$ cat config.mk
export PLATFORM = sky130hd
export DESIGN_NAME = if_fetch_unit
export DESIGN_NICKNAME = d
export VERILOG_FILES = /design/src/rtl/if_fetch_unit.sv
export SDC_FILE = /design/constraint.sdc
export NUM_CORES = 1
export LEC_CHECK = 0
export BUFFER_PORTS_ARGS = -buffer_cell sky130_fd_sc_hd__clkbuf_2
export CORE_AREA = 10 10 157 159
export CTS_CLUSTER_DIAMETER = 120
export CTS_CLUSTER_SIZE = 10
export DETAILED_ROUTE_END_ITERATION = 10
export DIE_AREA = 0 0 167 169
export PLACE_DENSITY = 0.7
export SLEW_MARGIN = 10
export SYNTH_ARGS = -nofsm -noshare
export SYNTH_HDL_FRONTEND = slang
export SYNTH_SLANG_ARGS = --single-unit
export TNS_END_PERCENT = 100
$ cat constraint.sdc
create_clock -name clk -period 10.52 [get_ports clk]
set_input_delay 1.578 -clock clk [delete_from_list [all_inputs] [get_ports clk]]
set_output_delay 1.578 -clock clk [all_outputs]
set_load 0.01 [all_outputs]
$ cat src/rtl/if_fetch_unit.sv
`default_nettype none
// ============================================================================
// Module      : if_fetch_unit
// Description : Fetch front end - PC generation, one-outstanding imem request,
//               {pc, instr} prefetch FIFO, redirect flush, misalign trap.
// Revision    : 1.0 - initial release
// ============================================================================
module if_fetch_unit #(
    parameter logic [31:0] RESET      = 32'h0000_0000,
    parameter int          FIFO_DEPTH = 2,
    parameter logic [31:0] NOP        = 32'h0000_0013
) (
    input  logic        clk,
    input  logic        reset,
    output logic        inst_mem_ren,
    output logic [31:0] inst_mem_address,
    input  logic        inst_mem_is_valid,
    input  logic [31:0] inst_mem_read_data,
    input  logic        redirect,
    input  logic [31:0] redirect_pc,
    input  logic        stall,
    output logic        if_valid,
    output logic [31:0] if_instruction,
    output logic [31:0] if_pc,
    output logic        misalign_exception,
    output logic [2:0]  fifo_count
);

    localparam int         PTR_W   = $clog2(FIFO_DEPTH);
    localparam logic [3:0] c_DEPTH = 4'(FIFO_DEPTH);

    localparam logic [1:0] S_RUN  = 2'd0;
    localparam logic [1:0] S_WAIT = 2'd1;
    localparam logic [1:0] S_DROP = 2'd2;

    logic [1:0]       state_q, state_d;
    logic [31:0]      fetch_pc_q, fetch_pc_d;
    logic [31:0]      req_pc_q;
    logic             misalign_q;
    logic [2:0]       count_q, count_d;
    logic [PTR_W-1:0] head_q, head_d;
    logic [PTR_W-1:0] tail_q, tail_d;

    logic [31:0]      fifo_pc_q   [FIFO_DEPTH];
    logic [31:0]      fifo_inst_q [FIFO_DEPTH];

    logic             push;
    logic             pop;
    logic             room;
    logic             ren;
    logic             not_empty;
    logic [3:0]       occ_next;

    assign not_empty = (count_q != 3'd0);
    assign push      = (state_q == S_WAIT) & inst_mem_is_valid & ~redirect;
    assign pop       = if_valid & ~stall;
    assign occ_next  = {1'b0, count_q} + {3'b000, push} - {3'b000, pop};
    assign room      = (occ_next < c_DEPTH);

    // State register
    always_ff @(posedge clk or negedge reset) begin
        if (!reset) begin
            state_q <= S_RUN;
        end else begin
            state_q <= state_d;
        end
    end

    // Next-state logic
    always_comb begin
        state_d = state_q;
        case (state_q)
            S_RUN: begin
                if (ren) begin
                    state_d = S_WAIT;
                end
            end
            S_WAIT: begin
                if (redirect) begin
                    state_d = inst_mem_is_valid ? S_RUN : S_DROP;
                end else if (inst_mem_is_valid) begin
                    state_d = ren ? S_WAIT : S_RUN;
                end
            end
            S_DROP: begin
                if (inst_mem_is_valid) begin
                    state_d = S_RUN;
                end
            end
            default: state_d = S_RUN;
        endcase
    end

    // Output logic: issue on the response cycle keeps one request per cycle
    always_comb begin
        ren = reset & ~redirect & ~misalign_q & room &
              ((state_q == S_RUN) | ((state_q == S_WAIT) & inst_mem_is_valid));
    end

    always_comb begin
        fetch_pc_d = fetch_pc_q;
        count_d    = occ_next[2:0];
        head_d     = head_q;
        tail_d     = tail_q;
        if (redirect) begin
            fetch_pc_d = redirect_pc;
            count_d    = 3'd0;
            head_d     = '0;
            tail_d     = '0;
        end else begin
            if (ren) begin
                fetch_pc_d = fetch_pc_q + 32'd4;
            end
            if (push) begin
                tail_d = tail_q + PTR_W'(1);
            end
            if (pop) begin
                head_d = head_q + PTR_W'(1);
            end
        end
    end

    always_ff @(posedge clk or negedge reset) begin
        if (!reset) begin
            fetch_pc_q <= RESET;
            req_pc_q   <= RESET;
            misalign_q <= 1'b0;
            count_q    <= 3'd0;
            head_q     <= '0;
            tail_q     <= '0;
        end else begin
            fetch_pc_q <= fetch_pc_d;
            count_q    <= count_d;
            head_q     <= head_d;
            tail_q     <= tail_d;
            if (ren) begin
                req_pc_q <= fetch_pc_q;
            end
            if (redirect && (redirect_pc[1:0] != 2'b00)) begin
                misalign_q <= 1'b1;
            end
        end
    end

    // Payload storage needs no reset; count gates every read
    always_ff @(posedge clk) begin
        if (push) begin
            fifo_pc_q[tail_q]   <= req_pc_q;
            fifo_inst_q[tail_q] <= inst_mem_read_data;
        end
    end

    assign inst_mem_ren       = ren;
    assign inst_mem_address   = fetch_pc_q;
    assign if_valid           = not_empty & ~redirect;
    assign if_instruction     = if_valid ? fifo_inst_q[head_q] : NOP;
    assign if_pc              = not_empty ? fifo_pc_q[head_q] : 32'h0000_0000;
    assign misalign_exception = misalign_q;
    assign fifo_count         = count_q;

endmodule
`default_nettype wire

==> results.yml <==
finish:
  final_common_cell: "clkbuf_2"
  layout_common_cells: "clkbuf_2 (169), edfxtp_1 (128), nand2_1 (100), nor2_1 (73), dfrtp_1 (71)"
  multiInputGateArea_um2: 2590
  syn_to_final_growth_pct: 20.2
  regArea_um2: 5650
  final_nets: 903
  fillers: 1934
  antenna_cells: 0
  drive_gt1_frac: 0.278
setup_path:
  critPathCaptureType: "output port"
  crit_path_max_incr_delay_ns: 0.71
  worstPathCellList: "clkbuf_2, buf_4, or2_2, nor2_1, ha_1, inv_1, ha_1, fa_1, nor3b_1, o2111ai_1, or3_4, inv_2, clkbuf_2"
  reg2reg_depth: 14
  crit_buf_inv: 5
  worstSetupPathType: "in -> out"
  path_max_fanout: 83
  crit_family: "simple AND/OR/NAND/NOR gates"
  crit_path_top_delay_cell: "inv_2"
  r2r_start: "fifo_count[1]"
  start_kind: "primary input"
  r2r_slack_ns: 5.43
  arrival_ns: 5.96
  cp.required_ns: 8.94
  r2r_end: "inst_mem_address[14]"
yosys:
  synth_simple_gate_area_frac: 0.140
  syn_area_um2: 8490
  syn-mean-instance-area_um2: 12.7
  synth_edf_count: 128
  synth_seq_area_share: 0.665
  synth-compound-area-share: 0.0731
  synth.area.top_cells: "edfxtp_1 (45%), dfrtp_1 (21%), mux2i_1 (7.5%)"
  synth_fa_ha_area_frac: 0.00973
  synth-xor-area-share: 0.00206
  yosysTopAreaCell: "edfxtp_1"
  post-synth-top-area-fraction: 0.453
  ys_warn_count: 0
  ys_seq_elements: 200
  synth_top_family_by_area: "simple AND/OR/NAND/NOR gates"
  syn_nets: 744
  synth_flop_cell: "edfxtp_1"
  synth.area.mux_share: 0.0781
  async_flop_share: 0.360
  ys_types: 51
  postSynthCellCount: 669
cts:
  cts_post_setup_buffers_inserted: 0
  clock-root-buffer: "clkbuf_16"
  clk_latency_ns: 0.43
  cts_tree: "built"
  numClockSinks: 200
  hold_buffers: 0
  clk_path_buf_depth: 2
  cts-buffers-inserted: 17
  h-tree-depth: 4
  path_clk_slew_ns: 0.06
  cts_resized: 0
power:
  power_density_nw_per_um2: 192
  irDropWorstVdd_mv: 0.0908
  p_leak_nw: 4.14
placement:
  portBuffers: 170
  gp_congestion: 0.792
  hpwl_mm: 13.9
  pre_cts_ws_ns: 2.91
timing:
  drv_slew: 0
  hold_violations: 0
  fin_ws_ns: 2.98
  rsz0062_at_grt: "no"
  finClkSkew_ns: 0.00918
  tightest_slew_ns: 0.856
  slew_headroom: 0.430
  setup_viol: 0
  layout_min_cycle_time_ns: 7.54
  fmax_mhz: 133
  fin_tns_setup_ns: 0
  fin_crit_sh: 0.716
hold_path:
  min_from: "req_pc_q[7]"
  hold_depth: 0
  hold_path_class: "reg -> reg"
  holdPathEnd: "fifo_pc_q[1][7]"
die:
  num_rows: 54
  start_util: 0.394
  io_pins: 171
  fp.dieW_um: 167
  die-area_um2: 28200
  core_um2: 21600
  die_h_um: 169
run:
  max-cap-violations: 0
grt:
  grt_pass1_vias: 5769
  grt-ovfl-total: 0
  grt_max_degree: 84
  grt_pass1_wl_mm: 31.7
  grtUsageTotal: 0.141
  antenna_found_initial: 0
drt:
  top_layer: "met4"
  wl_mm: 20.0
  avgViaCountPerCell: 5.07
  wl_met2_mm: 9.52
  via_count: 5679
  first_iter_violations: 419
  remaining_drc_errors: 0
  wl_met3_mm: 1.53
  ant_nets: 0
  avgRoutedWirePerCell_um: 17.8
  first_pass_iters: 7
  wl_met1_mm: 8.63
outcome:
  status: "finished, final reports clean"
-- worst register-to-register path: cells and delay by family (launching register included) --
family	cells	cell delay [ns]
AO/OA/AOI/OAI	3	0.66
AND/OR/NAND/NOR	5	1.81
buffers and inverters	3	1.13
adder cells (fa/ha/maj)	3	0.99
flip-flops	1	0.43
-- synthesized netlist by cell type, types with 6 or more instances --
| master | n |
|---|---|
| o21ai_0 | 29 |
| mux2i_1 | 64 |
| clkbuf_1 | 14 |
| nand2_1 | 100 |
| or3_1 | 6 |
| a221o_1 | 17 |
| a21bo_2 | 6 |
| edfxtp_1 | 128 |
| nor2_1 | 74 |
| buf_2 | 14 |
| and3_1 | 8 |
| nor3_1 | 13 |
| inv_1 | 19 |
| dfrtp_1 | 72 |
| nand4_1 | 7 |
| a21boi_0 | 10 |
| nand3_1 | 12 |
-- state kept, by name, indices dropped and copies added (netlist names) --
register,count
fifo_inst_q,64
head_q,1
state_q,2
misalign_exception,1
tail_q,1
fifo_count,3
inst_mem_address,32
req_pc_q,32
fifo_pc_q,64
-- layout make-up --
cell class                      instances  area share
Inverter                               20     0.00736
Clock buffer                           18      0.0421
Timing Repair Buffer                  177      0.0888
Sequential cell                       200       0.554
Clock inverter                         14      0.0204
Tap cell                              280      0.0343
Multi-Input combinational cell        412       0.254
-- where the power goes --
part | switching, mW | total, mW | internal [mW]
registers | 0.0507 | 0.920 | 0.869
logic | 0.201 | 0.347 | 0.146
clock network | 0.291 | 0.696 | 0.405
-- through the flow --
| step | area, um2 | hold WS [ns] | cells | util | total power [mW] |
|---|---|---|---|---|---|
| after floorplan | 8490 | 0.442 | 669 | - | 1.14 |
| after global placement | 9570 | 0.448 | 1089 | 0.444 | 1.29 |
| after detailed placement | 9570 | 0.452 | 1089 | 0.444 | 1.29 |
| after CTS | 10200 | 0.469 | 1121 | 0.473 | 1.98 |
| after global routing | 10200 | 0.490 | 1121 | 0.473 | 2.05 |
| final | 10200 | 0.470 | 1121 | 0.473 | 1.96 |
-- layer usage --
metal / up-vias / global-route usage
li1: 2729 / -
met1: 2739 / 0.177
met2: 189 / 0.221
met3: 22 / 0.0491
met4: 0 / 0.0481
met5: - / 0
-- cells by family (layout without fill, tap and decap cells) --
logic type	count (synthesis)	in the layout
AOI/OAI and AO/OA	85	85
muxes	66	66
DFF	200	200
buffers and inverters	57	229
adders and majority gates	6	6
and+or+nand+nor	253	253
xor gates and xnor gates	2	2
-- worst max path at each step --
stage | startpoint | end | cells after the start
after floorplan | redirect | inst_mem_ren | 15
after global placement | redirect | inst_mem_ren | 13
after detailed placement | redirect | inst_mem_ren | 13
after CTS | redirect | inst_mem_ren | 13
after global routing | redirect | inst_mem_ren | 13
final | redirect | inst_mem_ren | 13
No activity file was read; power rests on OpenSTA's default activity.
